==> src/rtl/sd_dsp_pkg.sv <==
// Shared DSP helpers for the sigma-delta decimation path.
// Contents:
//   sd_bit_t   - bitstream symbol; 0 stands for -1 and 1 stands for +1
//   clog2      - ceiling log2, usable in constant expressions
//   acc_w      - CIC accumulator width for a given order / decimation ratio
//   sat_shift  - arithmetic rescale followed by symmetric clamp to out_w bits
package sd_dsp_pkg;

    typedef enum logic {
        SD_BIT_NEG = 1'b0,
        SD_BIT_POS = 1'b1
    } sd_bit_t;

    function automatic int clog2(input int value);
        int result;
        result = 0;
        for (int i = 0; i < 31; i++) begin
            if ((32'sd1 <<< i) < value) begin
                result = i + 1;
            end else begin
                result = result;
            end
        end
        return result;
    endfunction

    // Growth of an N-stage CIC is N*log2(R) bits plus sign, plus one bit so
    // that +R^N itself is representable.
    function automatic int acc_w(input int order, input int decim);
        return order * clog2(decim) + 2;
    endfunction

    // A negative shift means the accumulator is narrower than the output word.
    function automatic logic signed [63:0] sat_shift(input logic signed [63:0] y,
                                                     input int shift,
                                                     input int out_w);
        logic signed [63:0] q;
        logic signed [63:0] hi;
        logic signed [63:0] lo;
        if (shift >= 0) begin
            q = y >>> shift;
        end else begin
            q = y <<< (-shift);
        end
        hi = (64'sd1 <<< (out_w - 1)) - 64'sd1;
        lo = -hi - 64'sd1;
        if (q > hi) begin
            return hi;
        end else if (q < lo) begin
            return lo;
        end else begin
            return q;
        end
    endfunction

endpackage

==> src/rtl/sd_cic_comb.sv <==
// One CIC comb section: o_out = i_in - d, and d <= i_in on strobe cycles.
// Ports:
//   clk, aresetn - clock and asynchronous active-low reset
//   i_clear      - synchronous clear of the delay register
//   i_stb        - load the delay register with the current input
//   i_in         - section input (previous comb or decimated sample)
//   o_out        - combinational difference, modulo 2^W
module sd_cic_comb #(
    parameter int W = 26
) (
    input  logic         clk,
    input  logic         aresetn,
    input  logic         i_clear,
    input  logic         i_stb,
    input  logic [W-1:0] i_in,
    output logic [W-1:0] o_out
);

    logic [W-1:0] r_dly;

    assign o_out = i_in - r_dly;

    // Delay register holds the previous decimated input of this section.
    always_ff @(posedge clk or negedge aresetn) begin
        if (!aresetn) begin
            r_dly <= {W{1'b0}};
        end else if (i_clear) begin
            r_dly <= {W{1'b0}};
        end else if (i_stb) begin
            r_dly <= i_in;
        end else begin
            r_dly <= r_dly;
        end
    end

endmodule

==> src/rtl/sd_cic_decimator.sv <==
// Sinc^ORDER CIC decimator: 1-bit sigma-delta stream in, signed PCM out.
// Ports:
//   clk       - single clock
//   aresetn   - asynchronous active-low reset
//   enable    - synchronous run control; low clears all state
//   bs_valid  - bitstream strobe (one accepted beat per high cycle)
//   bs_data   - bitstream bit, 1 -> +1, 0 -> -1
//   pcm_valid - one-cycle pulse per decimated sample, after warm-up
//   pcm_data  - signed PCM sample, held between pulses
// Timing: the beat that completes a frame is sampled at edge t; the sample
// register and strobe update there, the combs evaluate during t+1 and the
// output register shows the result in cycle t+2.
module sd_cic_decimator
    import sd_dsp_pkg::*;
#(
    parameter int ORDER = 3,
    parameter int DECIM = 256,
    parameter int OUT_W = 16
) (
    input  logic             clk,
    input  logic             aresetn,
    input  logic             enable,
    input  logic             bs_valid,
    input  logic             bs_data,
    output logic             pcm_valid,
    output logic [OUT_W-1:0] pcm_data
);

    localparam int LOG_R  = clog2(DECIM);
    localparam int ACC_W  = acc_w(ORDER, DECIM);
    localparam int SHIFT  = ORDER * LOG_R + 1 - OUT_W;
    localparam int WARM_W = clog2(ORDER + 1);

    sd_bit_t                 w_bit;
    logic [ACC_W-1:0]        w_x;
    logic [ACC_W-1:0]        w_integ_next [ORDER];
    logic [ACC_W-1:0]        r_integ [ORDER];
    logic [LOG_R-1:0]        r_phase;
    logic                    w_frame_end;
    logic [ACC_W-1:0]        r_samp;
    logic                    r_samp_stb;
    logic [ACC_W-1:0]        w_comb [ORDER+1];
    logic signed [ACC_W-1:0] w_y;
    logic [63:0]             w_y_ext;
    logic [OUT_W-1:0]        w_pcm_next;
    logic [WARM_W-1:0]       r_warm;
    logic                    r_pcm_valid;
    logic [OUT_W-1:0]        r_pcm_data;

    assign w_bit = sd_bit_t'(bs_data);

    // Map the bitstream symbol onto a two's-complement +1 / -1.
    always_comb begin
        w_x = {ACC_W{1'b1}};
        if (w_bit == SD_BIT_POS) begin
            w_x = {{(ACC_W-1){1'b0}}, 1'b1};
        end else begin
            w_x = {ACC_W{1'b1}};
        end
    end

    // Direct-form integrator chain: each stage adds the updated value of the
    // stage before it in the same beat. Wrap-around is intentional.
    always_comb begin
        for (int k = 0; k < ORDER; k++) begin
            w_integ_next[k] = {ACC_W{1'b0}};
        end
        w_integ_next[0] = r_integ[0] + w_x;
        for (int k = 1; k < ORDER; k++) begin
            w_integ_next[k] = r_integ[k] + w_integ_next[k-1];
        end
    end

    // DECIM is a power of two, so the frame ends when the phase is all ones.
    assign w_frame_end = bs_valid & (&r_phase);

    // Integrators, frame phase and decimated sample capture.
    always_ff @(posedge clk or negedge aresetn) begin
        if (!aresetn) begin
            for (int k = 0; k < ORDER; k++) begin
                r_integ[k] <= {ACC_W{1'b0}};
            end
            r_phase    <= {LOG_R{1'b0}};
            r_samp     <= {ACC_W{1'b0}};
            r_samp_stb <= 1'b0;
        end else if (!enable) begin
            for (int k = 0; k < ORDER; k++) begin
                r_integ[k] <= {ACC_W{1'b0}};
            end
            r_phase    <= {LOG_R{1'b0}};
            r_samp     <= {ACC_W{1'b0}};
            r_samp_stb <= 1'b0;
        end else begin
            if (bs_valid) begin
                for (int k = 0; k < ORDER; k++) begin
                    r_integ[k] <= w_integ_next[k];
                end
                r_phase <= r_phase + LOG_R'(1);
            end else begin
                for (int k = 0; k < ORDER; k++) begin
                    r_integ[k] <= r_integ[k];
                end
                r_phase <= r_phase;
            end
            if (w_frame_end) begin
                r_samp     <= w_integ_next[ORDER-1];
                r_samp_stb <= 1'b1;
            end else begin
                r_samp     <= r_samp;
                r_samp_stb <= 1'b0;
            end
        end
    end

    assign w_comb[0] = r_samp;

    genvar g;
    generate
        for (g = 0; g < ORDER; g++) begin : g_comb
            sd_cic_comb #(
                .W(ACC_W)
            ) u_comb (
                .clk    (clk),
                .aresetn(aresetn),
                .i_clear(~enable),
                .i_stb  (r_samp_stb),
                .i_in   (w_comb[g]),
                .o_out  (w_comb[g+1])
            );
        end
    endgenerate

    assign w_y        = w_comb[ORDER];
    assign w_y_ext    = {{(64-ACC_W){w_y[ACC_W-1]}}, w_y};
    assign w_pcm_next = OUT_W'(sat_shift($signed(w_y_ext), SHIFT, OUT_W));

    // Warm-up gate and output register; combs are only meaningful once every
    // delay has seen a real sample, so the first ORDER results are dropped.
    always_ff @(posedge clk or negedge aresetn) begin
        if (!aresetn) begin
            r_warm      <= {WARM_W{1'b0}};
            r_pcm_valid <= 1'b0;
            r_pcm_data  <= {OUT_W{1'b0}};
        end else if (!enable) begin
            r_warm      <= {WARM_W{1'b0}};
            r_pcm_valid <= 1'b0;
            r_pcm_data  <= {OUT_W{1'b0}};
        end else if (r_samp_stb) begin
            if (r_warm == WARM_W'(ORDER)) begin
                r_warm      <= r_warm;
                r_pcm_valid <= 1'b1;
                r_pcm_data  <= w_pcm_next;
            end else begin
                r_warm      <= r_warm + WARM_W'(1);
                r_pcm_valid <= 1'b0;
                r_pcm_data  <= r_pcm_data;
            end
        end else begin
            r_warm      <= r_warm;
            r_pcm_valid <= 1'b0;
            r_pcm_data  <= r_pcm_data;
        end
    end

    assign pcm_valid = r_pcm_valid;
    assign pcm_data  = r_pcm_data;

endmodule

==> config.mk <==
export PLATFORM = sky130hd
export DESIGN_NAME = sd_cic_decimator
export DESIGN_NICKNAME = d
export VERILOG_FILES = /design/src/rtl/sd_dsp_pkg.sv /design/src/rtl/sd_cic_comb.sv /design/src/rtl/sd_cic_decimator.sv
export SDC_FILE = /design/constraint.sdc
export NUM_CORES = 1
export LEC_CHECK = 0
export ABC_AREA = 1
export BUFFER_PORTS_ARGS = -buffer_cell sky130_fd_sc_hd__buf_2
export CAP_MARGIN = 20
export CORE_MARGIN = 2
export CORE_UTILIZATION = 35
export DETAILED_ROUTE_END_ITERATION = 6
export GPL_TIMING_DRIVEN = 0
export PLACE_DENSITY_LB_ADDON = 0.08
export SLEW_MARGIN = 0
export SYNTH_ARGS = -nofsm -noshare
export SYNTH_HDL_FRONTEND = slang
export SYNTH_SLANG_ARGS = --single-unit
==> constraint.sdc <==
create_clock -name clk -period 11.66 [get_ports clk]
set_input_delay 0.583 -clock clk [delete_from_list [all_inputs] [get_ports clk]]
set_output_delay 0.583 -clock clk [all_outputs]
set_load 0.01 [all_outputs]
==> flow_summary.json, run 1 <==
{
  "place.gp.congestion": 0.8637,
  "hold_viol_final": 0,
  "crit_top_cell": "nand2_1",
  "start_util": 0.3560,
  "final_common_cell": "nand2_1",
  "fin_cells": 2672,
  "grt_max_degree": 93,
  "wirelength_um": 43440,
  "yosys.area_share.adder": 0.1286,
  "place_hpwl_um": 34340,
  "drt_iter0_markers": 655,
  "timing.rr.start": "r_samp[3]",
  "status": "complete, no violations",
  "muxShareOfSynthArea": 0.0006514,
  "diodes": 0,
  "period_share": 0.5466,
  "worst_setup_path_end_kind": "flip-flop",
  "min_from": "bs_valid",
  "async_flop_share": 1.000,
  "num_io_pins": 22,
  "synth_xor_xnor_area_share": 0.05976,
  "yosysTopAreaCell": "dfrtp_1",
  "cts-root-buf": "clkbuf_16",
  "areaGrowthSynthToFinish_pct": 11.77,
  "crit_path_top_delay_cell": "nor4_1",
  "setup_viol": 0,
  "crit_arrival_ns": 6.82,
  "synth_top_family_by_area": "simple AND/OR/NAND/NOR gates",
  "rsz0062_at_grt": "no",
  "critPathMaxStageDelay_ns": 0.45,
  "fmax_ghz": 0.1569,
  "grt-ovfl-total": 0,
  "synth-edff-count": 0,
  "holdCritPathClass": "in -> reg",
  "worst_pin_slew_ns": 0.9188,
  "drv_slew": 0,
  "syn_area_mm2": 0.01537,
  "synth_area_leaders": "dfrtp_1 34%, ha_1 12%, nand2_1 12%",
  "yosys.cell_types.count": 52,
  "drive_above_1_share": 0.05510,
  "crit_type": "reg -> reg",
  "row_count": 76,
  "tns_ns": 0,
  "vias": 13310,
  "cts_resized": 0,
  "dp.cells": 2623,
  "dieArea_mm2": 0.04560,
  "synth_ff_type": "dfrtp_1",
  "die_y_um": 213.5,
  "yosysWarnings": 0,
  "finClkSkew_ns": 0.009834,
  "drc": 0,
  "startpoint_type": "flip-flop",
  "synth_seq_cells": 210,
  "slew_headroom": 0.3868,
  "cts_buffers": 28,
  "io_buffers": 21,
  "cap_violations": 0,
  "antenna_found_initial": 0,
  "final_cell_mix": "473 x nand2_1, 228 x inv_1, 215 x o21ai_0",
  "synth_nets": 2175,
  "nets": 2229,
  "vias_per_cell": 4.979,
  "grt_pass1_wl_um": 70070,
  "htreeDepth": 1,
  "die_x_um": 213.5,
  "synthCells": 2015,
  "synth_seq_area_share": 0.3420,
  "min_period_ns": 6.374,
  "synth_top_area_share": 0.3420,
  "crit_fanout": 10,
  "grt_pass1_vias": 13350,
  "cts_buffer_depth": 3,
  "wl_per_cell_um": 16.26,
  "avgSynthCellArea_um2": 7.626,
  "grtUsageTotal": 0.1951,
  "antenna_left": 0,
  "insertion_delay_ns": 0.57,
  "drtPass1Iterations": 5,
  "cts_tree": "yes",
  "synthSimpleGateAreaFrac": 0.2014,
  "cp.required_ns": 12.11,
  "critical_path.startpoint": "r_samp[3]",
  "cts_sinks": 210,
  "clk_pin_slew_ns": 0.06,
  "synth_compound_area_frac": 0.1989,
  "core_mm2": 0.04317,
  "final_util": 0.3979
}
==> metrics by stage <==
step                      hold slack [ns]  cell area [um^2]  worst slack (ns)
after global placement             0.4579             16200             4.689
after floorplan                    0.2874             15370             6.381
final                              0.3818             17180             5.286
after CTS                          0.3555             17180             5.175
after detailed placement           0.4605             16270             4.691
after global routing               0.3667             17180             4.672
==> routing by layer <==
layer	vias to the layer above	routed length, um	GRT usage
met2	153	21440	0.3592
met3	63	1091	0.02329
met4	0	1485	0.06226
li1	6908	-	-
met1	6181	19420	0.2359
met5	-	0	0
==> cell usage after synthesis, types with 2 or more instances <==
master / n
a21boi_0: 4
a21boi_1: 5
a21o_1: 23
a21oi_1: 192
a22o_1: 37
a31oi_1: 9
and2_1: 2
buf_1: 5
clkbuf_1: 37
clkinv_1: 2
dfrtp_1: 210
fa_1: 5
ha_1: 150
inv_1: 228
nand2_1: 473
nand2_2: 20
nand3_1: 68
nand3_2: 8
nand3b_1: 2
nand4_1: 14
nor2_1: 89
nor3_1: 21
nor4_1: 13
o211ai_1: 7
o21a_1: 3
o21ai_0: 215
o21ai_1: 9
o21bai_1: 11
o22ai_1: 12
o31ai_1: 9
or2_1: 2
or2_2: 9
xnor2_1: 37
xor2_1: 66
==> flip-flops by register name, indices dropped and copies added (netlist names) <==
register	flops
g_comb.u_comb.r_dly	78
r_integ	78
r_samp	26
pcm_data	16
r_phase	8
r_warm	2
pcm_valid	1
r_samp_stb	1
==> cell type report <==
| class | instances | area (um^2) |
|---|---|---|
| sequential | 210 | 5255 |
| multi-input combinational | 1529 | 9056 |
| clock buffer | 44 | 872.1 |
| fill | 4560 | 25990 |
| clock inverter | 4 | 25.02 |
| timing repair buffer | 24 | 180.2 |
| inverter | 231 | 867.1 |
| buffer | 45 | 188.9 |
| tap | 585 | 732.0 |
==> worst max-delay path: cells and delay by family (launching register included) <==
kind                     cells  cell delay (ns)
flip-flops                   1             0.41
buffers and inverters        4             0.37
XOR/XNOR                     1             0.16
adder cells (fa/ha/maj)      3             1.01
AO/OA/AOI/OAI                8             1.28
AND/OR/NAND/NOR             20             3.05
==> cell families after synthesis <==
logic type,count (synthesis)
AND/OR/NAND/NOR,727
AO/OA/AOI/OAI,542
buffers and inverters,276
flip-flops,210
adder cells (fa/ha/maj),155
XOR/XNOR,104
multiplexers,1
==> path summary, 6_finish.rpt <==
check,slack [ns],cells after the start,to
worst max-delay path,5.29,36,pcm_data[12]
worst min-delay path,0.38,3,r_integ[25]
worst max register to register,5.29,36,pcm_data[12]
worst min register to register,0.47,2,pcm_data[5]
max in group asynchronous,10.28,3,r_integ[38]
min in group asynchronous,0.53,2,g_comb[1].u_comb.r_dly[1]
==> repair_timing <==
item                                   in CTS  in global routing
setup buffers                               0                  0
hold buffers                                1                  0
endpoints found under the hold margin      51                  0
Power of run 1 is not shown: default switching activity piles up to over one toggle a cycle in this logic, so the estimate is an artifact.
==> inputs of run 2 (changes only) <==
Settings changed: ABC_AREA 1 to 0.
Clock period 11.66 ns to 6.1 ns, I/O delays scaled along.
==> run 2 against run 1 <==
  * The run now ends with negative setup slack left
  * Critical path type unchanged
  * Die area stayed put
  * Synthesized cell count decreased by 16%
  * Area after synthesis stayed put
==> flow_summary.json, run 2 <==
{
  "status": "finished with violations",
  "violations": "negative setup slack",
  "clockPowerShare": 0.152,
  "finClkSkew_ns": 0.01775,
  "cap_violations": 0,
  "critPathMaxStageDelay_ns": 0.39,
  "row_count": 76,
  "wl_per_cell_um": 16.38,
  "reg2reg_depth": 33,
  "grt-ovfl-total": 0,
  "grt_pass1_wl_um": 64340,
  "r2r_slack_ns": -0.21,
  "post-route-cell-area_mm2": 0.01827,
  "min_period_ns": 6.305,
  "drive_above_1_share": 0.1264,
  "period_share": 1.034,
  "syn_area_mm2": 0.01537,
  "grt_max_degree": 90,
  "p_switching_uw": 5208,
  "insertion_delay_ns": 0.58,
  "p_leak_uw": 0.008336,
  "netlist_top_cells_count": "210 x dfrtp_1, 209 x nor2_1, 150 x ha_1",
  "total_power_uw": 11710,
  "cts-root-buf": "clkbuf_16",
  "drtPass1Iterations": 4,
  "layout.area.seq_mm2": 0.005255,
  "place_hpwl_um": 29510,
  "final_cell_mix": "210 x dfrtp_1, 207 x nor2_1, 145 x ha_1",
  "synth_ff_type": "dfrtp_1",
  "vias_per_cell": 5.034,
  "slew_headroom": 0.2936,
  "synth_area_leaders": "dfrtp_1 34%, ha_1 12%, mux2i_1 7.9%",
  "crit_arrival_ns": 6.75,
  "holdCritPathClass": "in -> reg",
  "nets": 1973,
  "worst_setup_path_end_kind": "flip-flop",
  "startpoint_type": "flip-flop",
  "cts_sinks": 210,
  "crit_path_top_delay_cell": "dfrtp_1",
  "place_area_mm2": 0.01627,
  "drv_slew": 0,
  "largestRegisters": "g_comb.u_comb.r_dly (78), r_integ (78), r_samp (26)",
  "die_x_um": 213.5,
  "num_io_pins": 22,
  "async_flop_share": 1.000,
  "grt_pass1_vias": 12280,
  "antenna_found_initial": 0,
  "drc": 0,
  "swShare": 0.4447,
  "synth_seq_cells": 210,
  "yosysWarnings": 0,
  "cts_buffers": 29,
  "hold_viol_final": 0,
  "antenna_left": 0,
  "synth-edff-count": 0,
  "final_common_cell": "dfrtp_1",
  "synthCells": 1697,
  "crit_fanout": 5,
  "setup_viol": 15,
  "cts_tree": "yes",
  "fin_ws_ns": -0.2050,
  "synth_nets": 1857,
  "timing.rr.start": "r_samp[0]",
  "critical_path.startpoint": "r_samp[0]",
  "grtUsageTotal": 0.1773,
  "worst_pin_slew_ns": 1.057,
  "htreeDepth": 1,
  "fillers": 4297,
  "multi_input_area_mm2": 0.009920,
  "die_y_um": 213.5,
  "yosys.cell_count.top_type": "dfrtp_1",
  "core_mm2": 0.04317,
  "synth_seq_area_share": 0.3420,
  "io_buffers": 19,
  "rsz0062_at_grt": "yes",
  "yosys.cell_types.count": 74,
  "final_util": 0.4232,
  "critical_path.endpoint": "pcm_data[6]",
  "vias": 12190,
  "diodes": 0,
  "avgSynthCellArea_um2": 9.056,
  "ir_drop_mv": 0.2556,
  "p_int_uw": 6504,
  "p_comb_frac": 0.705,
  "clk_pin_slew_ns": 0.06,
  "wirelength_um": 39650,
  "drt_iter0_markers": 474,
  "power.share.sequential": 0.143,
  "fmax_ghz": 0.1586,
  "dieArea_mm2": 0.04560,
  "synth_top_area_share": 0.3420,
  "cp.required_ns": 6.55,
  "crit_top_cell": "ha_4",
  "place.gp.congestion": 0.8609,
  "crit_type": "reg -> reg",
  "r2r_end": "pcm_data[6]",
  "areaGrowthSynthToFinish_pct": 18.88,
  "cts_buffer_depth": 3,
  "yosysTopAreaCell": "dfrtp_1",
  "power.density_mw_per_mm2": 641.1,
  "start_util": 0.3560
}
## run 2: worst min path at each step
stage               cells past startpoint          from  slack (ns)                         to
detailed placement                      1       aresetn        0.28  g_comb[2].u_comb.r_dly[3]
global route                            2       aresetn        0.29  g_comb[2].u_comb.r_dly[2]
finish                                  3        enable        0.26                r_integ[25]
global placement                        2  pcm_data[15]        0.47               pcm_data[15]
CTS                                     3        enable        0.25                r_integ[25]
floorplan                               0       aresetn       0.009  g_comb[0].u_comb.r_dly[0]
## run 2: kinds of logic after synthesis
kind of cell | Yosys count | synth area share
and+or+nand+nor | 492 | 0.1478
DFF | 210 | 0.3420
buffers and inverters | 181 | 0.04503
xor gates and xnor gates | 129 | 0.07694
muxes | 122 | 0.07947
AOI/OAI and AO/OA | 408 | 0.1802
adders and majority gates | 155 | 0.1286
## run 2: routing by layer
layer / share of wire / vias to the layer above / track usage
li1: - / 6273 / -
met1: 0.47 / 5726 / 0.2189
met2: 0.48 / 126 / 0.3199
met3: 0.027 / 63 / 0.02387
met4: 0.028 / 0 / 0.05436
met5: 0 / - / 0
## run 2: layout make-up
type	instances	share of cell area
plain buffers	56	0.01253
clock buffers	46	0.04815
clock inverters	8	0.006506
inverters	125	0.02589
multi-input cells	1306	0.5430
flip-flops and latches	210	0.2877
well taps	585	0.04007
repair buffers	84	0.03596
repair inverters	1	0.0002740
## run 2: through the flow
step           hold slack, ns  setup TNS, ns  std cells  setup slack [ns]
3_5_place_dp           0.2767         -37.72       2303            -1.451
3_3_place_gp           0.4669         -35.22       2301            -1.406
4_1_cts                0.2453         -5.586       2406           -0.3818
2_1_floorplan        0.009409              0       1697           0.02568
6_report               0.2587         -2.705       2421           -0.2050
5_1_grt                0.2866         -8.573       2421           -0.5597
## run 2: power groups by stage
stage | Sequential, uW | Combinational (uW) | Clock [uW]
3_5_place_dp | 1690 | 6990 | 0
2_1_floorplan | 1670 | 5670 | 0
4_1_cts | 1670 | 7710 | 1850
6_report | 1670 | 8260 | 1780
5_1_grt | 1700 | 9240 | 1900
3_3_place_gp | 1690 | 6920 | 0
## run 2: critical path, delay by kind of cell (launching register included)
family                   cells  cell delay [ns]
AO/OA/AOI/OAI               16             2.97
XOR/XNOR                     2             0.44
adder cells (fa/ha/maj)      4             1.06
buffers and inverters        5             0.56
flip-flops                   1             0.39
AND/OR/NAND/NOR              6             0.74
## run 2: repair_timing
item | CTS | global route
setup buffers | 46 | 15
setup endpoints to repair | 28 | 26
hold endpoints to repair | 59 | 0
gates resized for setup | 63 | 63
cloned | 2 | 1
pin swaps | 50 | 60
hold buffers | 1 | 0
No activity file was read; power rests on OpenSTA's default activity.
==> inputs of run 3 (changes only) <==
Settings changed: BUFFER_PORTS_ARGS -buffer_cell sky130_fd_sc_hd__buf_2 to default, CORE_MARGIN 2 to default, DONT_BUFFER_PORTS from default to 1.
==> run 3 against run 2 <==
  * The run still ends with negative setup slack left
  * Sequential cell count unchanged
  * Non-clock buffer count decreased by 1
  * Largest power group unchanged
  * Count of clock-buffer cells in the layout fell by 2
  * Clock skew is 0.0049 ns lower
  * Die area fell by 1.9%
  * Highest routed layer unchanged
  * Final cell count is 0.12% lower
  * Routed wire length up 0.60%
==> flow_summary.json, run 3 (synthesized netlist as in run 2, its figures left out) <==
{
  "finClkSkew_ns": 0.01286,
  "grtUsageTotal": 0.1834,
  "wl_per_cell_um": 16.50,
  "dieArea_mm2": 0.04475,
  "die_x_um": 211.5,
  "fin_cells": 2418,
  "drc": 0,
  "antenna_found_initial": 0,
  "areaGrowthSynthToFinish_pct": 18.97,
  "crit_fanout": 4,
  "critPathMaxStageDelay_ns": 0.44,
  "diodes": 0,
  "swShare": 0.4460,
  "hold_viol_final": 0,
  "cts_buffer_depth": 3,
  "rsz0062_at_grt": "yes",
  "holdCritPathClass": "in -> reg",
  "clockPowerShare": 0.142,
  "crit_type": "reg -> reg",
  "wirelength_um": 39890,
  "violations": "negative setup slack",
  "worst_pin_slew_ns": 1.079,
  "crit_path_top_delay_cell": "dfrtp_1",
  "final_common_cell": "dfrtp_1",
  "place_area_mm2": 0.01612,
  "grt_pass1_vias": 12430,
  "die_y_um": 211.5,
  "final_cell_mix": "210 x dfrtp_1, 205 x nor2_1, 143 x ha_1",
  "cts_tree": "yes",
  "insertion_delay_ns": 0.56,
  "final_util": 0.4235,
  "cts-root-buf": "clkbuf_16",
  "total_power_uw": 11830,
  "post-route-cell-area_mm2": 0.01828,
  "min_period_ns": 6.277,
  "slew_headroom": 0.2808,
  "p_switching_uw": 5277,
  "largestRegisters": "g_comb.u_comb.r_dly (78), r_integ (78), r_samp (26)",
  "fmax_ghz": 0.1593,
  "start_util": 0.3560,
  "place_hpwl_um": 29050,
  "p_int_uw": 6556,
  "grt_pass1_wl_um": 65580,
  "dp.cells": 2283,
  "clk_pin_slew_ns": 0.06,
  "fillers": 4327,
  "hold_slack_ns": 0.1254,
  "cts_buffers": 29,
  "core_mm2": 0.04317,
  "io_buffers": 0,
  "grt-ovfl-total": 0,
  "startpoint_type": "flip-flop",
  "grt_max_degree": 211,
  "status": "finished with violations",
  "drtPass1Iterations": 5,
  "vias_per_cell": 5.038,
  "ir_drop_mv": 0.2565,
  "cap_violations": 0,
  "power.density_mw_per_mm2": 647.2,
  "antenna_left": 0,
  "worst_setup_path_end_kind": "flip-flop",
  "drv_slew": 0,
  "setup_viol": 15,
  "period_share": 1.029,
  "num_io_pins": 22,
  "drt_iter0_markers": 382,
  "p_comb_frac": 0.717,
  "cp.required_ns": 6.54,
  "vias": 12180,
  "row_count": 76,
  "power.share.sequential": 0.141,
  "crit_arrival_ns": 6.72,
  "nets": 1972,
  "fin_ws_ns": -0.1772,
  "p_leak_uw": 0.008327,
  "drive_above_1_share": 0.1298,
  "place.gp.congestion": 0.8398,
  "htreeDepth": 1,
  "cts_sinks": 210
}
## run 3: cell count changes in the layout (fill, tap and decap cells not counted), moves of 4 or more
cell     delta
o21ai_0     -6
buf_2      -16
buf_4      +13
o21ai_1     +7
buf_6       +4
## run 3: timing repair
item,4_1_cts,5_1_grt
endpoints found under the setup margin,28,31
gates resized for setup,74,64
hold buffers,2,0
gates cloned,1,1
pin swaps,59,53
hold endpoints to repair,210,0
buffers inserted,66,16
## run 3: path summary, 6_finish.rpt
| check | from | endpoint | slack, ns | cells after the start |
|---|---|---|---|---|
| worst max register to register | r_samp[1] | pcm_data[14] | -0.18 | 30 |
| worst min-delay path | bs_data | r_integ[53] | 0.13 | 2 |
| worst max-delay path | r_samp[1] | pcm_data[14] | -0.18 | 30 |
| max in group asynchronous | aresetn | r_phase[4] | 4.79 | 2 |
| worst min register to register | r_integ[10] | r_integ[10] | 0.50 | 2 |
| min in group asynchronous | aresetn | g_comb[2].u_comb.r_dly[5] | 0.53 | 2 |
## run 3: power by group through the flow
stage,clock [uW],sequential (uW),combinational (uW)
final,1680,1670,8480
after global routing,1800,1700,9440
after CTS,1750,1670,7980
after detailed placement,0,1690,6960
after global placement,0,1690,6910
after floorplan,0,1670,5670
## run 3: per-stage QoR
stage | setup WS, ns | setup TNS, ns
after floorplan | 0.02568 | 0
after global placement | -1.195 | -29.31
after detailed placement | -1.285 | -32.32
after CTS | -0.2431 | -3.510
after global routing | -0.4945 | -7.305
final | -0.1772 | -2.564
## run 3: routing by layer
layer / GRT usage / up-vias / routed length (um)
li1: - / 6267 / -
met3: 0.02255 / 70 / 841
met5: 0 / - / 0
met2: 0.3336 / 120 / 19620
met1: 0.2252 / 5724 / 18260
met4: 0.05247 / 0 / 1166
## run 3: layout make-up
class	count	area, um^2	share of cell area
repair inverters	1	5.005	0.0002737
plain buffers	56	222.7	0.01218
clock buffers	44	882.1	0.04825
inverters	125	473.0	0.02587
repair buffers	83	685.7	0.03750
multi-input cells	1306	9962	0.5449
well taps	585	732.0	0.04004
flip-flops and latches	210	5255	0.2874
clock inverters	8	65.06	0.003559
## run 3: critical path: cells and delay by family (launching register included)
| family | cells | cell delay [ns] |
|---|---|---|
| simple gates | 6 | 1.13 |
| xor+xnor | 2 | 0.20 |
| buf+inv | 2 | 0.24 |
| flops | 1 | 0.44 |
| compound gates | 17 | 3.23 |
| fa+ha+maj | 3 | 0.88 |
